**config.mk**
```make
export PLATFORM = sky130hd
export DESIGN_NAME = sd_slv_cmd_dec
export DESIGN_NICKNAME = d
export VERILOG_FILES = /design/src/rtl/sd_slv_cmd_dec.sv
export SDC_FILE = /design/constraint.sdc
export NUM_CORES = 1
export LEC_CHECK = 0
export BUFFER_PORTS_ARGS = -buffer_cell sky130_fd_sc_hd__clkbuf_2
export CAP_MARGIN = 40
export CELL_PAD_IN_SITES_DETAIL_PLACEMENT = 0
export CELL_PAD_IN_SITES_GLOBAL_PLACEMENT = 1
export CORE_ASPECT_RATIO = 0.5
export CORE_MARGIN = 2
export CORE_UTILIZATION = 40
export DETAILED_ROUTE_END_ITERATION = 8
export GPL_ROUTABILITY_DRIVEN = 0
export MAX_ROUTING_LAYER = met4
export PLACE_DENSITY = 0.8
export SYNTH_ARGS = -nofsm -noshare
export SYNTH_HDL_FRONTEND = slang
export SYNTH_SLANG_ARGS = --single-unit
```
**constraint.sdc**
```tcl
create_clock -name clk -period 2.36 [get_ports clk]
set_input_delay 0.236 -clock clk [delete_from_list [all_inputs] [get_ports clk]]
set_output_delay 0.236 -clock clk [all_outputs]
set_load 0.02 [all_outputs]
```
**src/rtl/sd_slv_cmd_dec.sv**
```systemverilog
// SD slave CMD-line receiver: deserialises 48-bit host frames, checks CRC7/end bit,
// decodes CMD0/6/16/17/55 into read-path controls and response-generator strobes.
module sd_slv_cmd_dec #(
  parameter int BLEN_DEF = 512,
  parameter int AW       = 10
) (
  input  logic          clk,
  input  logic          rst,
  input  logic          cmd_i,
  input  logic          busy,
  output logic [1:0]    bus_width,
  output logic          read,
  output logic [AW-1:0] ldad,
  output logic [AW-1:0] adln,
  output logic [5:0]    cmd_idx,
  output logic [31:0]   cmd_arg,
  output logic          cmd_vld,
  output logic          crc_err,
  output logic          cmd_ill
);

  localparam logic [2:0] IDLE   = 3'd0;
  localparam logic [2:0] DIR    = 3'd1;
  localparam logic [2:0] BODY   = 3'd2;
  localparam logic [2:0] CRC    = 3'd3;
  localparam logic [2:0] ST_END = 3'd4;

  logic [2:0]  state;
  logic [5:0]  cnt;
  logic [37:0] sh;
  logic [6:0]  crc, crc_nxt, rx_crc;
  logic        app;
  logic        fb;
  logic [5:0]  f_idx;
  logic [31:0] f_arg;
  logic        len_ok;

  // CRC7, x^7 + x^3 + 1, serial form
  assign fb      = cmd_i ^ crc[6];
  assign crc_nxt = {crc[5:0], 1'b0} ^ {3'b000, fb, 2'b00, fb};

  assign f_idx  = sh[37:32];
  assign f_arg  = sh[31:0];
  assign len_ok = (f_arg != 32'd0) && (f_arg[31:AW] == '0);

  always_ff @(posedge clk or negedge rst) begin
    if (!rst) begin
      state     <= IDLE;
      cnt       <= '0;
      sh        <= '0;
      crc       <= '0;
      rx_crc    <= '0;
      app       <= 1'b0;
      bus_width <= 2'b00;
      read      <= 1'b0;
      ldad      <= '0;
      adln      <= AW'(BLEN_DEF);
      cmd_idx   <= '0;
      cmd_arg   <= '0;
      cmd_vld   <= 1'b0;
      crc_err   <= 1'b0;
      cmd_ill   <= 1'b0;
    end else begin
      read    <= 1'b0;
      cmd_vld <= 1'b0;
      crc_err <= 1'b0;
      cmd_ill <= 1'b0;
      case (state)
        // start bit 0 into a zero CRC leaves it zero, so clearing covers it
        IDLE: if (!cmd_i) begin
          state <= DIR;
          crc   <= '0;
        end
        DIR: if (cmd_i) begin
          state <= BODY;
          crc   <= crc_nxt;
          cnt   <= '0;
        end else begin
          state <= IDLE;
        end
        BODY: begin
          sh  <= {sh[36:0], cmd_i};
          crc <= crc_nxt;
          if (cnt == 6'd37) begin
            cnt   <= '0;
            state <= CRC;
          end else begin
            cnt <= cnt + 6'd1;
          end
        end
        CRC: begin
          rx_crc <= {rx_crc[5:0], cmd_i};
          if (cnt == 6'd6) state <= ST_END;
          else             cnt   <= cnt + 6'd1;
        end
        ST_END: begin
          state <= IDLE;
          if (cmd_i && (rx_crc == crc)) begin
            cmd_vld <= 1'b1;
            cmd_idx <= f_idx;
            cmd_arg <= f_arg;
            app     <= (f_idx == 6'd55);
            case (f_idx)
              6'd0: begin
                bus_width <= 2'b00;
                adln      <= AW'(BLEN_DEF);
              end
              6'd6: begin
                if (app && !f_arg[0]) bus_width <= f_arg[1:0];
                else                  cmd_ill   <= 1'b1;
              end
              6'd16: begin
                if (len_ok) adln    <= f_arg[AW-1:0];
                else        cmd_ill <= 1'b1;
              end
              6'd17: begin
                if (!busy) begin
                  ldad <= f_arg[AW-1:0];
                  read <= 1'b1;
                end else begin
                  cmd_ill <= 1'b1;
                end
              end
              default: ;
            endcase
          end else begin
            crc_err <= 1'b1;
          end
        end
        default: state <= IDLE;
      endcase
    end
  end

endmodule

```
# Yosys cells after proc, flatten, opt, wreduce, memory -nomap -nowiden

Cells that the tools add are included.

Bits in registers: 126
Output and inout bits: 64
Logic and storage cells: 86

$add $sub $neg: 1
Equal/unequal tests: 18
Multiplexer cells: 30
Bitwise gates (word level): 3
Reduce and logical (&&, ||, !) cells: 19

Operators by type and width:

| operator                                       | count |
|---|---|
| nonzero test 32 bit                            | 1 |
| zero test 22 bit                               | 1 |
| one-hot mux 7 bit (3 select lines)             | 1 |
| one-hot mux 10 bit (2 select lines)            | 1 |
| two-way mux 6 bit                              | 3 |
| one-hot mux 6 bit (3 select lines)             | 1 |
| two-way mux 7 bit                              | 2 |
| != test 2 bit (second input constant)          | 7 |
| two-way mux 1 bit                              | 13 |
| == test 6 x 3 -> 1 bit (second input constant) | 2 |
| == test 6 x 5 -> 1 bit (second input constant) | 2 |
| == test 6 bit (second input constant)          | 2 |
| one-hot mux 3 bit (4 select lines)             | 1 |
| AND reduction 4 bit                            | 3 |
| two-way mux 10 bit                             | 1 |
| two-way mux 3 bit                              | 3 |
| AND reduction 3 bit                            | 3 |
| == test 7 bit                                  | 1 |
| bitwise XOR 7 x 4 -> 7 bit                     | 1 |
| adder 6 x 1 -> 6 bit (second input constant)   | 1 |
| == test 3 x 2 -> 1 bit (second input constant) | 2 |
| zero test 6 bit                                | 1 |
| nonzero test 3 bit                             | 2 |
| two-way mux 2 bit                              | 2 |
| other kinds (11)                               | 14 |

# Depth between registers and ports, before layout

Depth after elaboration: 6
Gate-level depth with buffers: 7
Mapped depth without buffers: 7

# Worst setup path before layout

OpenSTA, ideal clock, no wires.

Kind: register to register
Start point: register sh[5]
End point: register adln[9]
Library setup time: 0.085 ns
Data arrival time: 1.852 ns
Data required time: 2.275 ns
Path slack: 0.423 ns
Stages on the path, launching flop included: 7
Path buffers: 1
Path through: dfrtp_1 or4_1 nor4_1 o21ai_1 nand3_1 buf_6 mux2_1

Longest elaborated chain between the ends: 4

RTL lines:

| item                          | RTL line | text |
|---|---|---|
| start: declaration            | 30       | `logic [37:0] sh;` |
| start signal: assignment      | 82       | `sh <= {sh[36:0], cmd_i};` |
| nonzero test 32 bit           | 44       | `assign len_ok = (f_arg != 32'd0) && (f_arg[31:AW] == '0);` |
| logical AND 1 bit             | 44       |  |
| != test 2 bit (no line)       | n/a      |  |
| AND reduction 4 bit (no line) | n/a      |  |
| end signal: assignment        | 57       | `adln <= AW'(BLEN_DEF);` |
| end signal: assignment        | 106      | `adln <= AW'(BLEN_DEF);` |
| end signal: assignment        | 113      | `if (len_ok) adln <= f_arg[AW-1:0];` |
| end: declaration              | 14       | `output logic [AW-1:0] adln,` |

No other way between the ends.
A chain may end at the register's enable or synchronous reset.

# Final worst setup path

Start point: register sh[5]
End point: register adln[5]

Longest elaborated chain between the ends: 4
Elaborated cells on any way between the ends: 6
Classes of those cells: eq/ne (1); mux (2); reduce/logical (3)

RTL lines:

| item                          | RTL line |
|---|---|
| nonzero test 32 bit           | 44 |
| logical AND 1 bit             | 44 |
| != test 2 bit (no line)       | n/a |
| AND reduction 4 bit (no line) | n/a |

Parallel ways exist; a longest one is shown, timed or not. The select of a mux whose other input is x is not followed.

==> impl_metrics.csv <==
group,metric,value,unit
outcome,status,"completed",
die,design.die.area,14000,µm²
sta,skew,0.01287,ns
power,pwr-share-seq,40.7,%
routing,viasPerCell,4.977,
power,clkPwrFrac,35.4,%
power,p_int,5.399,mW
clocking,cts_root_buf,"clkbuf_16",
yosys,yosysMostFrequentCell,"dfrtp_1",
routing,routed_wl,10.43,mm
die,die_w,165.4,µm
placement,dpl.hpwl,6.810,mm
grt,grt_start_max_net_pins,48,
yosys,synthTopCellsByCount,"dfrtp_1 (125), mux2_2 (92), nand2_1 (22), inv_1 (17), nor2_1 (14)",
yosys,synth_seq_cells,126,
critical_path,worstSetupStartpointType,"register",
power,p_comb_share,23.9,%
power,switchingPower,2.320,mW
placement,placed_area,5838,µm²
die,die_h,84.68,µm
critical_path,cp.required,2.69,ns
grt,antenna_found_initial,0,
routing,dr.pass1.iters,4,
finish,n_antenna_cell,0,
yosys,synth_area_leader_cell,"dfrtp_1",
clocking,cts_resized,0,
yosys,synth_top_cell_area_share,60.07,%
finish,layout.nets,474,
yosys,syn_nets,389,
yosys,yosysWarningCount,0,
sta,tns,0,ns
sta,setup_viol,0,
sta,slew_headroom,63.33,%
routing,routedWlPerCell,16.07,µm
critical_path,crit_type,"register to register",
finish,final_area,6466,µm²
clocking,cts_tree,"built",
clocking,htree_num_levels,4,
run,drv_cap,0,
min_path,hp-class,"input port to register",
clocking,cts_setup_buffers,0,
yosys,synth_flop_cell,"dfrtp_1",
clocking,cts_buffer_depth,2,
die,ios,68,
yosys,synth_edf_count,0,
routing,drt_first_iter_violations,166,
yosys,syn_avg_cell_area,13.63,µm²
sta,worst_pin_slew,0.5500,ns
routing,drc,0,
yosys,synth_area_leaders,"dfrtp_1 (60%), mux2_2 (20%), mux2i_1 (2.3%)",
yosys,syn_area,5207,µm²
power,sw_frac_of_total,30.05,%
grt,track_usage,16.63,%
critical_path,crit_arrival,2.40,ns
yosys,syn-instance-count,382,
yosys,ys_seq_area_share,60.57,%
power,cellPowerDensity,1194,nW/µm²
critical_path,cp-end-kind,"register",
sta,rsz0062_at_grt,"false",
sta,fmax,484.0,MHz
finish,drive_above_1_share,43.42,%
clocking,clkTransAtPathRegs,0.06,ns
sta,period_share,87.55,%
finish,area_growth,24.17,%
routing,postRouteAntennaNets,0,
grt,gr-total-overflow,0,
die,initial_utilization,41.00,%
critical_path,reg2reg_slack,0.29,ns
die,core_area,12700,µm²
power,p_leak,3.249,nW
sta,slew_viol_final,0,
clocking,cts_made_buffers,17,
die,rows,29,
critical_path,crit_path_max_fanout,8,
clocking,numClockSinks,126,
clocking,clkLatencyLatePin,0.41,ns
power,ir_worst_vdd,622.2,µV
yosys,async_reset_ff_share,100.0,%
grt,grt_pass1_vias,3338,
placement,port_buffers,67,
sta,hold_violations,0,
routing,vias,3230,
sta,period_needed,2.066,ns
grt,grt_pass1_wl,17.32,mm
yosys,ys_types,42,
final cells by class:
class	count	area, µm²
Inverter	17	63.81
Clock inverter	14	192.7
Sequential cell	126	3154
Clock buffer	17	425.4
Fill cell	1106	6233
Timing Repair Buffer	81	495.5
Multi-Input combinational cell	224	1922
Tap cell	170	212.7
routing by layer:
layer  vias to the layer above  GRT usage (%)  wire (µm)
li1                       1524              -          -
met1                      1645          22.29       5103
met2                        52          24.81       4877
met3                         9          3.557        363
met4                         0          6.661         85
met5                         -              -          0
cell families (layout without fill, tap and decap cells):
logic type,Yosys count,after routing,synth area share [%]
buf+inv,32,129,2.667
fa+ha+maj,3,3,0.7209
compound gates,27,27,3.580
simple gates,77,77,8.025
xor+xnor,12,12,2.018
mux,105,105,22.42
flops,126,126,60.57
path summary, 6_finish.rpt:
check	from	endpoint	cells after the start
setup / recovery	sh[5]	adln[5]	6
hold / removal	busy	cmd_ill	3
setup reg to reg	sh[5]	adln[5]	6
hold reg to reg	cmd_arg[7]	cmd_arg[7]	1
max in group asynchronous	rst	adln[9]	3
min in group asynchronous	rst	crc[1]	2
power by group through the flow:
| stage | clock [mW] | combinational [mW] | sequential (mW) |
|---|---|---|---|
| floorplan | 0 | 1.47 | 3.00 |
| global placement | 0 | 1.79 | 3.16 |
| detailed placement | 0 | 1.85 | 3.17 |
| global route | 2.88 | 2.03 | 3.22 |
| finish | 2.73 | 1.84 | 3.15 |
| CTS | 2.78 | 1.86 | 3.14 |
critical path: stages, from the launching register on:
cell	delay, ns
dfrtp_1	0.42
or4_1	0.54
nor4_1	0.33
o21ai_1	0.10
nand3_1	0.17
buf_4	0.22
mux2i_1	0.21
sequential cells by signal, indices dropped and copies added, names as in the netlist, 2 cells and up:
register	count
crc	7
bus_width	2
cnt	6
adln	10
cmd_idx	6
state	3
cmd_arg	32
ldad	10
rx_crc	7
sh	38
per-stage QoR:
step	power, mW	std cells	utilization [%]	setup slack [ns]	hold slack (ns)
global route	8.123	649	50.92	0.1257	0.1363
CTS	7.788	649	50.92	0.2766	0.1165
global placement	4.954	617	45.97	0.3402	0.2538
floorplan	4.473	382	-	0.4234	-0.05959
finish	7.719	649	50.92	0.2938	0.1256
detailed placement	5.020	617	45.97	0.2968	0.2619
timing repair:
action / CTS / global route
hold buffers: 1 / 0
hold endpoints to repair: 38 / 0
setup endpoints to repair: 0 / 0
cell usage in the layout, fill, tap and decap left out, types with 2 or more instances in the layout:
| cell | netlist | routed |
|---|---|---|
| dfrtp_1 | 125 | 125 |
| mux2_2 | 92 | 92 |
| clkbuf_2 | 0 | 66 |
| nand2_1 | 22 | 22 |
| inv_1 | 17 | 17 |
| clkbuf_16 | 0 | 17 |
| nor2_1 | 14 | 13 |
| mux2i_1 | 12 | 12 |
| buf_4 | 0 | 10 |
| xnor2_1 | 7 | 7 |
| nor4_1 | 7 | 7 |
| nand4_1 | 5 | 5 |
| nand2b_1 | 5 | 5 |
| a22o_1 | 5 | 5 |
| xor2_1 | 5 | 5 |
| o21ai_0 | 5 | 5 |
| nand3_1 | 4 | 4 |
| a21oi_1 | 4 | 4 |
| bufinv_16 | 0 | 4 |
| buf_12 | 0 | 4 |
| nor2b_1 | 3 | 3 |
| nand3b_1 | 3 | 3 |
| ha_1 | 3 | 3 |
| clkinv_4 | 0 | 3 |
| clkinv_2 | 0 | 3 |
| clkinvlp_4 | 0 | 3 |
| nor3_1 | 2 | 2 |
| or4_1 | 2 | 2 |
| a31oi_1 | 2 | 2 |
| a21o_1 | 2 | 2 |
| a221o_1 | 2 | 2 |
| and4b_1 | 2 | 2 |
| nor3b_1 | 2 | 2 |
| a211oi_1 | 2 | 2 |
Power figures use the tool's default switching activity.
